`src/rtl/fft_frame_ctrl_if.sv`:
```
// fft_frame_ctrl_if
//   Sample-in / bin-out stream bundle for the FFT frame controller.
//
//   Handshake: a beat transfers on a rising clk edge where valid and ready
//   are both high. The source holds valid and its payload (data, last)
//   unchanged until that beat happens. The sink may raise or lower ready
//   freely.
//
//   Signals
//     s_valid / s_ready / s_data : input samples, front-end -> controller
//     m_valid / m_ready / m_data / m_last : output bins, controller -> consumer
//
//   Modports
//     master : controller side (accepts samples, produces bins)
//     slave  : environment side (produces samples, accepts bins)
interface fft_frame_ctrl_if #(
    parameter int DW = 32
);
    logic          s_valid;
    logic          s_ready;
    logic [DW-1:0] s_data;
    logic          m_valid;
    logic          m_ready;
    logic [DW-1:0] m_data;
    logic          m_last;

    modport master (
        input  s_valid, s_data, m_ready,
        output s_ready, m_valid, m_data, m_last
    );

    modport slave (
        output s_valid, s_data, m_ready,
        input  s_ready, m_valid, m_data, m_last
    );
endinterface

```
`src/rtl/fft_frame_ctrl.sv`:
```
// fft_frame_ctrl
//   Frame sequencer and memory arbiter for the 1024-point FFT. Owns the
//   single-port BSRAM bank fft0: fills it with N input samples (LOAD), hands
//   it to fft1024 (RUN), then streams the N result bins out (UNLOAD).
//
//   Optional build macro FFT_BITREV_LOAD_EN: when defined, sample k is
//   written to address bitrev(k) so the engine can skip its input
//   permutation; otherwise sample k goes to address k. Unload order is
//   natural (address 0..N-1) either way.
//
//   Ports
//     clk, rst_n            : clock, asynchronous active-low reset
//     bus (master)          : s_valid/s_ready/s_data in, m_valid/m_ready/m_data/m_last out
//     fft_start             : level to fft1024, high for the whole RUN state
//     fft_finish            : done pulse from fft1024 (only honoured in RUN)
//     fft_ce/oce/wre/ad/din : engine BSRAM controls, passed through in RUN
//     fft_dout              : BSRAM read data to the engine
//     mem_ce/oce/wre/ad/din : BSRAM fft0 controls
//     mem_dout              : BSRAM read data (1-cycle latency)
//     busy                  : high in every state except IDLE
//     dbg_state             : current FSM state (0 IDLE, 1 LOAD, 2 RUN, 3 UNLOAD)
module fft_frame_ctrl #(
    parameter int N  = 1024,
    parameter int AW = 11,
    parameter int DW = 32
) (
    input  logic            clk,
    input  logic            rst_n,
    fft_frame_ctrl_if.master bus,
    output logic            fft_start,
    input  logic            fft_finish,
    input  logic            fft_ce,
    input  logic            fft_oce,
    input  logic            fft_wre,
    input  logic [AW-1:0]   fft_ad,
    input  logic [DW-1:0]   fft_din,
    output logic [DW-1:0]   fft_dout,
    output logic            mem_ce,
    output logic            mem_oce,
    output logic            mem_wre,
    output logic [AW-1:0]   mem_ad,
    output logic [DW-1:0]   mem_din,
    input  logic [DW-1:0]   mem_dout,
    output logic            busy,
    output logic [1:0]      dbg_state
);
    localparam int CW = $clog2(N);

    typedef enum logic [1:0] {
        IDLE   = 2'd0,
        LOAD   = 2'd1,
        RUN    = 2'd2,
        UNLOAD = 2'd3
    } state_t;

    state_t        state, state_nxt;
    logic [CW-1:0] wcnt;
    logic [CW-1:0] rcnt;
    logic [CW-1:0] waddr;
    logic          rd_done;     // all N reads issued for this frame
    logic          rd_pend;     // read issued last cycle, data on mem_dout now
    logic          pend_last;   // the pending read is bin N-1
    logic [1:0]    occ;         // skid buffer occupancy
    logic [DW-1:0] buf_data [2];
    logic          buf_last [2];
    logic          s_beat;
    logic          pop;
    logic          last_pop;
    logic          rd_issue;

    function automatic logic [CW-1:0] bitrev(input logic [CW-1:0] v);
        logic [CW-1:0] r;
        for (int i = 0; i < CW; i++) r[i] = v[CW-1-i];
        return r;
    endfunction

`ifdef FFT_BITREV_LOAD_EN
    assign waddr = bitrev(wcnt);
`else
    assign waddr = wcnt;
`endif

    assign s_beat   = (state == LOAD) && bus.s_valid;
    assign pop      = (occ != 2'd0) && bus.m_ready;
    assign last_pop = pop && buf_last[0];
    // Occupancy is counted after this cycle's pop so a steady m_ready gives
    // one bin per cycle while the buffer still never exceeds two entries.
    assign rd_issue = (state == UNLOAD) && !rd_done &&
                      (({1'b0, occ} - {2'b00, pop} + {2'b00, rd_pend}) < 3'd2);

    assign bus.s_ready = (state == LOAD);
    assign bus.m_valid = (occ != 2'd0);
    assign bus.m_data  = (occ != 2'd0) ? buf_data[0] : '0;
    assign bus.m_last  = (occ != 2'd0) && buf_last[0];
    assign fft_start   = (state == RUN);
    assign fft_dout    = mem_dout;
    assign busy        = (state != IDLE);
    assign dbg_state   = state;

    always_ff @(posedge clk or negedge rst_n) begin
        if (!rst_n) state <= IDLE;
        else        state <= state_nxt;
    end

    always_comb begin
        state_nxt = state;
        mem_ce    = 1'b0;
        mem_oce   = 1'b0;
        mem_wre   = 1'b0;
        mem_ad    = '0;
        mem_din   = '0;
        case (state)
            IDLE: state_nxt = LOAD;
            LOAD: begin
                if (s_beat) begin
                    mem_ce  = 1'b1;
                    mem_wre = 1'b1;
                    mem_ad  = AW'(waddr);
                    mem_din = bus.s_data;
                    if (wcnt == CW'(N-1)) state_nxt = RUN;
                end
            end
            RUN: begin
                mem_ce  = fft_ce;
                mem_oce = fft_oce;
                mem_wre = fft_wre;
                mem_ad  = fft_ad;
                mem_din = fft_din;
                if (fft_finish) state_nxt = UNLOAD;
            end
            UNLOAD: begin
                if (rd_issue) begin
                    mem_ce  = 1'b1;
                    mem_oce = 1'b1;
                    mem_ad  = AW'(rcnt);
                end
                if (last_pop) state_nxt = IDLE;
            end
            default: state_nxt = IDLE;
        endcase
    end

    always_ff @(posedge clk or negedge rst_n) begin
        if (!rst_n) begin
            wcnt        <= '0;
            rcnt        <= '0;
            rd_done     <= 1'b0;
            rd_pend     <= 1'b0;
            pend_last   <= 1'b0;
            occ         <= 2'd0;
            buf_data[0] <= '0;
            buf_data[1] <= '0;
            buf_last[0] <= 1'b0;
            buf_last[1] <= 1'b0;
        end else begin
            if (s_beat) wcnt <= wcnt + CW'(1);
            if (rd_issue) begin
                rcnt <= rcnt + CW'(1);
                if (rcnt == CW'(N-1)) rd_done <= 1'b1;
            end
            if (last_pop) rd_done <= 1'b0;
            rd_pend   <= rd_issue;
            pend_last <= rd_issue && (rcnt == CW'(N-1));

            // Two-entry FIFO, head always in slot 0.
            case ({pop, rd_pend})
                2'b01: begin
                    buf_data[occ[0]] <= mem_dout;
                    buf_last[occ[0]] <= pend_last;
                    occ              <= occ + 2'd1;
                end
                2'b10: begin
                    buf_data[0] <= buf_data[1];
                    buf_last[0] <= buf_last[1];
                    occ         <= occ - 2'd1;
                end
                2'b11: begin
                    if (occ == 2'd1) begin
                        buf_data[0] <= mem_dout;
                        buf_last[0] <= pend_last;
                    end else begin
                        buf_data[0] <= buf_data[1];
                        buf_last[0] <= buf_last[1];
                        buf_data[1] <= mem_dout;
                        buf_last[1] <= pend_last;
                    end
                end
                default: ;
            endcase
        end
    end
endmodule
```
`src/flat_wrapper.sv`:
```
// flat-port wrapper written by rule: the top's interface ports become plain ports
module fft_frame_ctrl_flat 
#(
    parameter int N  = 1024,
    parameter int AW = 11,
    parameter int DW = 32
)
  (clk, rst_n, fft_start, fft_finish, fft_ce, fft_oce, fft_wre, fft_ad, fft_din, fft_dout, mem_ce, mem_oce, mem_wre, mem_ad, mem_din, mem_dout, busy, dbg_state, bus_s_valid, bus_s_data, bus_m_ready, bus_s_ready, bus_m_valid, bus_m_data, bus_m_last);
  fft_frame_ctrl_if #(.DW(DW)) bus_i ();
  input  logic clk;
  input  logic rst_n;
  output logic fft_start;
  input  logic fft_finish;
  input  logic fft_ce;
  input  logic fft_oce;
  input  logic fft_wre;
  input  logic [AW-1:0] fft_ad;
  input  logic [DW-1:0] fft_din;
  output logic [DW-1:0] fft_dout;
  output logic mem_ce;
  output logic mem_oce;
  output logic mem_wre;
  output logic [AW-1:0] mem_ad;
  output logic [DW-1:0] mem_din;
  input  logic [DW-1:0] mem_dout;
  output logic busy;
  output logic [1:0] dbg_state;
  input wire logic [$bits(bus_i.s_valid)-1:0] bus_s_valid;
  input wire logic [$bits(bus_i.s_data)-1:0] bus_s_data;
  input wire logic [$bits(bus_i.m_ready)-1:0] bus_m_ready;
  output wire logic [$bits(bus_i.s_ready)-1:0] bus_s_ready;
  output wire logic [$bits(bus_i.m_valid)-1:0] bus_m_valid;
  output wire logic [$bits(bus_i.m_data)-1:0] bus_m_data;
  output wire logic [$bits(bus_i.m_last)-1:0] bus_m_last;
  assign bus_i.s_valid = bus_s_valid;
  assign bus_i.s_data = bus_s_data;
  assign bus_i.m_ready = bus_m_ready;
  assign bus_s_ready = bus_i.s_ready;
  assign bus_m_valid = bus_i.m_valid;
  assign bus_m_data = bus_i.m_data;
  assign bus_m_last = bus_i.m_last;
  fft_frame_ctrl #(.N(N), .AW(AW), .DW(DW)) u_core (.clk(clk), .rst_n(rst_n), .bus(bus_i), .fft_start(fft_start), .fft_finish(fft_finish), .fft_ce(fft_ce), .fft_oce(fft_oce), .fft_wre(fft_wre), .fft_ad(fft_ad), .fft_din(fft_din), .fft_dout(fft_dout), .mem_ce(mem_ce), .mem_oce(mem_oce), .mem_wre(mem_wre), .mem_ad(mem_ad), .mem_din(mem_din), .mem_dout(mem_dout), .busy(busy), .dbg_state(dbg_state));
endmodule
```
`config.mk`:
```
export PLATFORM = sky130hd
export DESIGN_NAME = fft_frame_ctrl_flat
export DESIGN_NICKNAME = d
export VERILOG_FILES = /design/src/rtl/fft_frame_ctrl_if.sv /design/src/rtl/fft_frame_ctrl.sv /design/src/flat_wrapper.sv
export SDC_FILE = /design/constraint.sdc
export NUM_CORES = 1
export LEC_CHECK = 0
export CORE_MARGIN = 5
export CORE_UTILIZATION = 25
export DETAILED_ROUTE_END_ITERATION = 7
export PLACE_DENSITY = 0.62
export SETUP_SLACK_MARGIN = 0.15
export SKIP_CTS_REPAIR_TIMING = 1
export SYNTH_ARGS = -nofsm -noshare
export SYNTH_HDL_FRONTEND = slang
export SYNTH_SLANG_ARGS = --single-unit
```
`constraint.sdc`:
```
create_clock -name clk -period 9 [get_ports clk]
set_input_delay 1.35 -clock clk [delete_from_list [all_inputs] [get_ports clk]]
set_output_delay 1.35 -clock clk [all_outputs]
set_load 0.02 [all_outputs]
```
==> results.txt <==
Crit-path max FO: 24
FF-to-FF setup slack: 5740 ps
Startpoint Class: input port
Final-report max-slew violation count: 0
Area grow syn2layout: 49.4%
End of the critical path: mem_ad[0]
DP Worst Slack: 3200 ps
EDFF count, synth: 0
# DRC: 0
Hold crit path type: reg2reg
Max Cap Viol: 0
Top FF cell, synth: dfrtp_1
CTS tree: yes
Slew @ Worst Pin: 896 ps
Initial antenna violation count: 1
CTS root buf: clkbuf_16
Leakage power: 3.29 nW
Average cell area after synthesis: 10.1 sq um
Share of cells above drive strength 1: 4.01%
Sequential area share after synthesis: 44.7%
Io pins: 232
Crit path DAT: 4460 ps
GRT Total Usage: 12.6%
Period utilization: 64.6%
IO buf count: 231
Die area: 0.0238 sq mm
Cell count after synthesis: 516
Yosys top cell area share: 44.7%
FF-to-FF End: u_core.rd_done
Hpwl dp: 11,300 um
Critical Path Sink Type: primary output
Starting DRC count in detailed routing: 299
Syn_nets: 645
Final worst slack: 3190 ps
Fin nets: 826
Clk buf depth: 2
Critical Path RT: 7650 ps
Power density over the cells: 228 mW/mm^2
Pre-Repair DR Iteration Count: 7
Worst VDD drop: 0.0829 mV
Clk_lat worst skew: 340 ps
Rel. slew slack: 40.1%
Async SR Flop Fraction: 100%
First-pass GRT wire length: 24,100 um
Max Clk Rate: 172 MHz
Vias/cell: 4.65
Width of the die: 154 um
Ys Warns: 0
CTS clk-pin slew, worst paths: 60 ps
RSZ-0062 raised after global routing: no
Fill cells: 2,076
Synth unique cells: 35
Cells on worst reg2reg path: 12
Setup CP Type: in2out
Tot Pwr: 1.77 mW
Synth area leaders: dfrtp_1 45%, a22oi_1 9.4%, nor2b_1 8.2%
FF/Latch Area: 0.00233 sq mm
Clock Skew: 5.75 ps
Final ANT Viol Nets: 0
Vias in the first global route: 4,604
Routed Wire Length: 15,600 um
Yosys reg bits: 93
Inserted Clock Buffers: 9
Sum Neg Setup Slack: 0 ps
Fin crit period: 5810 ps
Site Rows: 52
Clock sink count: 93
Reg2Reg Launch Point: u_core.occ[0]
Mapped Area: 0.00520 sq mm
Largest net degree at the start of global routing: 67
Final setup vio count: 0
DR WL/cell: 16.1 um
Vias: 4,503
Hold Vio Cnt, Final: 0
Setup crit start: bus_m_ready
Outcome: finished clean
Htree depth: 3
Final estimated routing congestion in global placement: 0.774
Remaining Overflow, GRT: 0
Area leader, netlist: dfrtp_1
Die Height: 154 um
Initial Util: 25.5%
Multi-input gate area: 0.00246 sq mm
Worst hold margin: 485 ps
Core Area: 0.0204 sq mm
[flip-flops by register name, indices dropped and copies added (netlist names)]
signal and count:
u_core.waddr 10, u_core.buf_last 2, u_core.occ 2, u_core.buf_data 64, u_core.rcnt 10, u_core.rd_pend 1
u_core.pend_last 1, u_core.rd_done 1, u_core.dbg_state 2
[cells by family after synthesis]
family | after synthesis | synth area share (%)
adder cells (fa/ha/maj) | 14 | 3.51
buffers and inverters | 77 | 8.10
AO/OA/AOI/OAI | 115 | 15.4
multiplexers | 37 | 8.06
flip-flops | 93 | 44.7
AND/OR/NAND/NOR | 159 | 16.6
XOR/XNOR | 21 | 3.54
[worst max-delay path, cell delays in order]
cell and delay, ps:
clkdlybuf4s50_1 450, nor2b_1 260, ha_1 320, nand2b_1 170, fa_1 390, xor2_1 180
nor3_2 150, buf_4 290, a222oi_1 130, nor2_1 140, clkdlybuf4s50_1 630
[cell type report]
class | count | share of cell area (%)
diodes | 1 | 0.0322
clock buffers | 9 | 2.90
clock inverters | 3 | 0.225
inverters | 8 | 0.386
multi-input cells | 346 | 31.7
flip-flops and latches | 93 | 29.9
well taps | 270 | 4.35
repair buffers | 239 | 30.5
[cell usage after synthesis, types with 4 or more instances]
master	instances
nand4_1	5
nand3_1	7
xor2_1	4
nand2_1	9
ha_1	13
buf_4	32
and4_1	5
buf_1	5
buf_2	10
and3_1	9
a22oi_1	65
nor2b_1	68
mux2_1	32
inv_1	8
nor2_1	48
clkbuf_1	22
a21oi_1	34
a222oi_1	10
xnor2_1	17
dfrtp_1	93
[power breakdown]
part / internal (mW) / switching, mW
logic: 0.403 / 0.461
registers: 0.517 / 0.0627
clock network: 0.180 / 0.150
[per-stage QoR]
stage / std cells / area (sq um) / utilization (%)
floorplan: 516 / 5200 / -
global placement: 956 / 7530 / 37.0
detailed placement: 956 / 7530 / 37.0
CTS: 968 / 7770 / 38.2
global route: 969 / 7770 / 38.2
finish: 969 / 7770 / 38.2
[worst min path at each step]
stage	from	end	slack, ps	depth (start not counted)
final	u_core.buf_data[5]	u_core.buf_data[5]	490	1
after global routing	u_core.buf_data[5]	u_core.buf_data[5]	490	1
after CTS	u_core.buf_data[9]	u_core.buf_data[9]	490	1
after detailed placement	u_core.buf_data[9]	u_core.buf_data[9]	470	1
after global placement	u_core.buf_data[9]	u_core.buf_data[9]	470	1
after floorplan	u_core.waddr[9]	u_core.waddr[9]	460	1
[cell usage in the layout (no fill, tap or decap), types with 2 or more instances in the layout]
cell type,count
xor2_1,4
dfrtp_1,93
nand2b_1,3
and3_1,9
nand2_1,8
ha_1,13
xnor2_1,17
a222oi_1,10
nor2_1,47
nand3_1,7
and4_1,5
a21oi_1,34
mux2_2,3
clkbuf_16,9
clkdlybuf4s50_1,230
o21a_1,2
a22oi_1,65
clkinv_2,2
mux2_1,32
nor2b_1,68
buf_4,9
nand4_1,5
inv_1,8
[metal layers]
metal  routed length [um]  global-route usage [%]  part of all wire, %
met1                 6560                    15.2                   42
met2                 7040                    20.5                   45
met3                 1740                    5.22                   11
met4                  269                    4.08                  1.7
met5                    0                       0                    0
No activity file was read; power rests on OpenSTA's default activity.
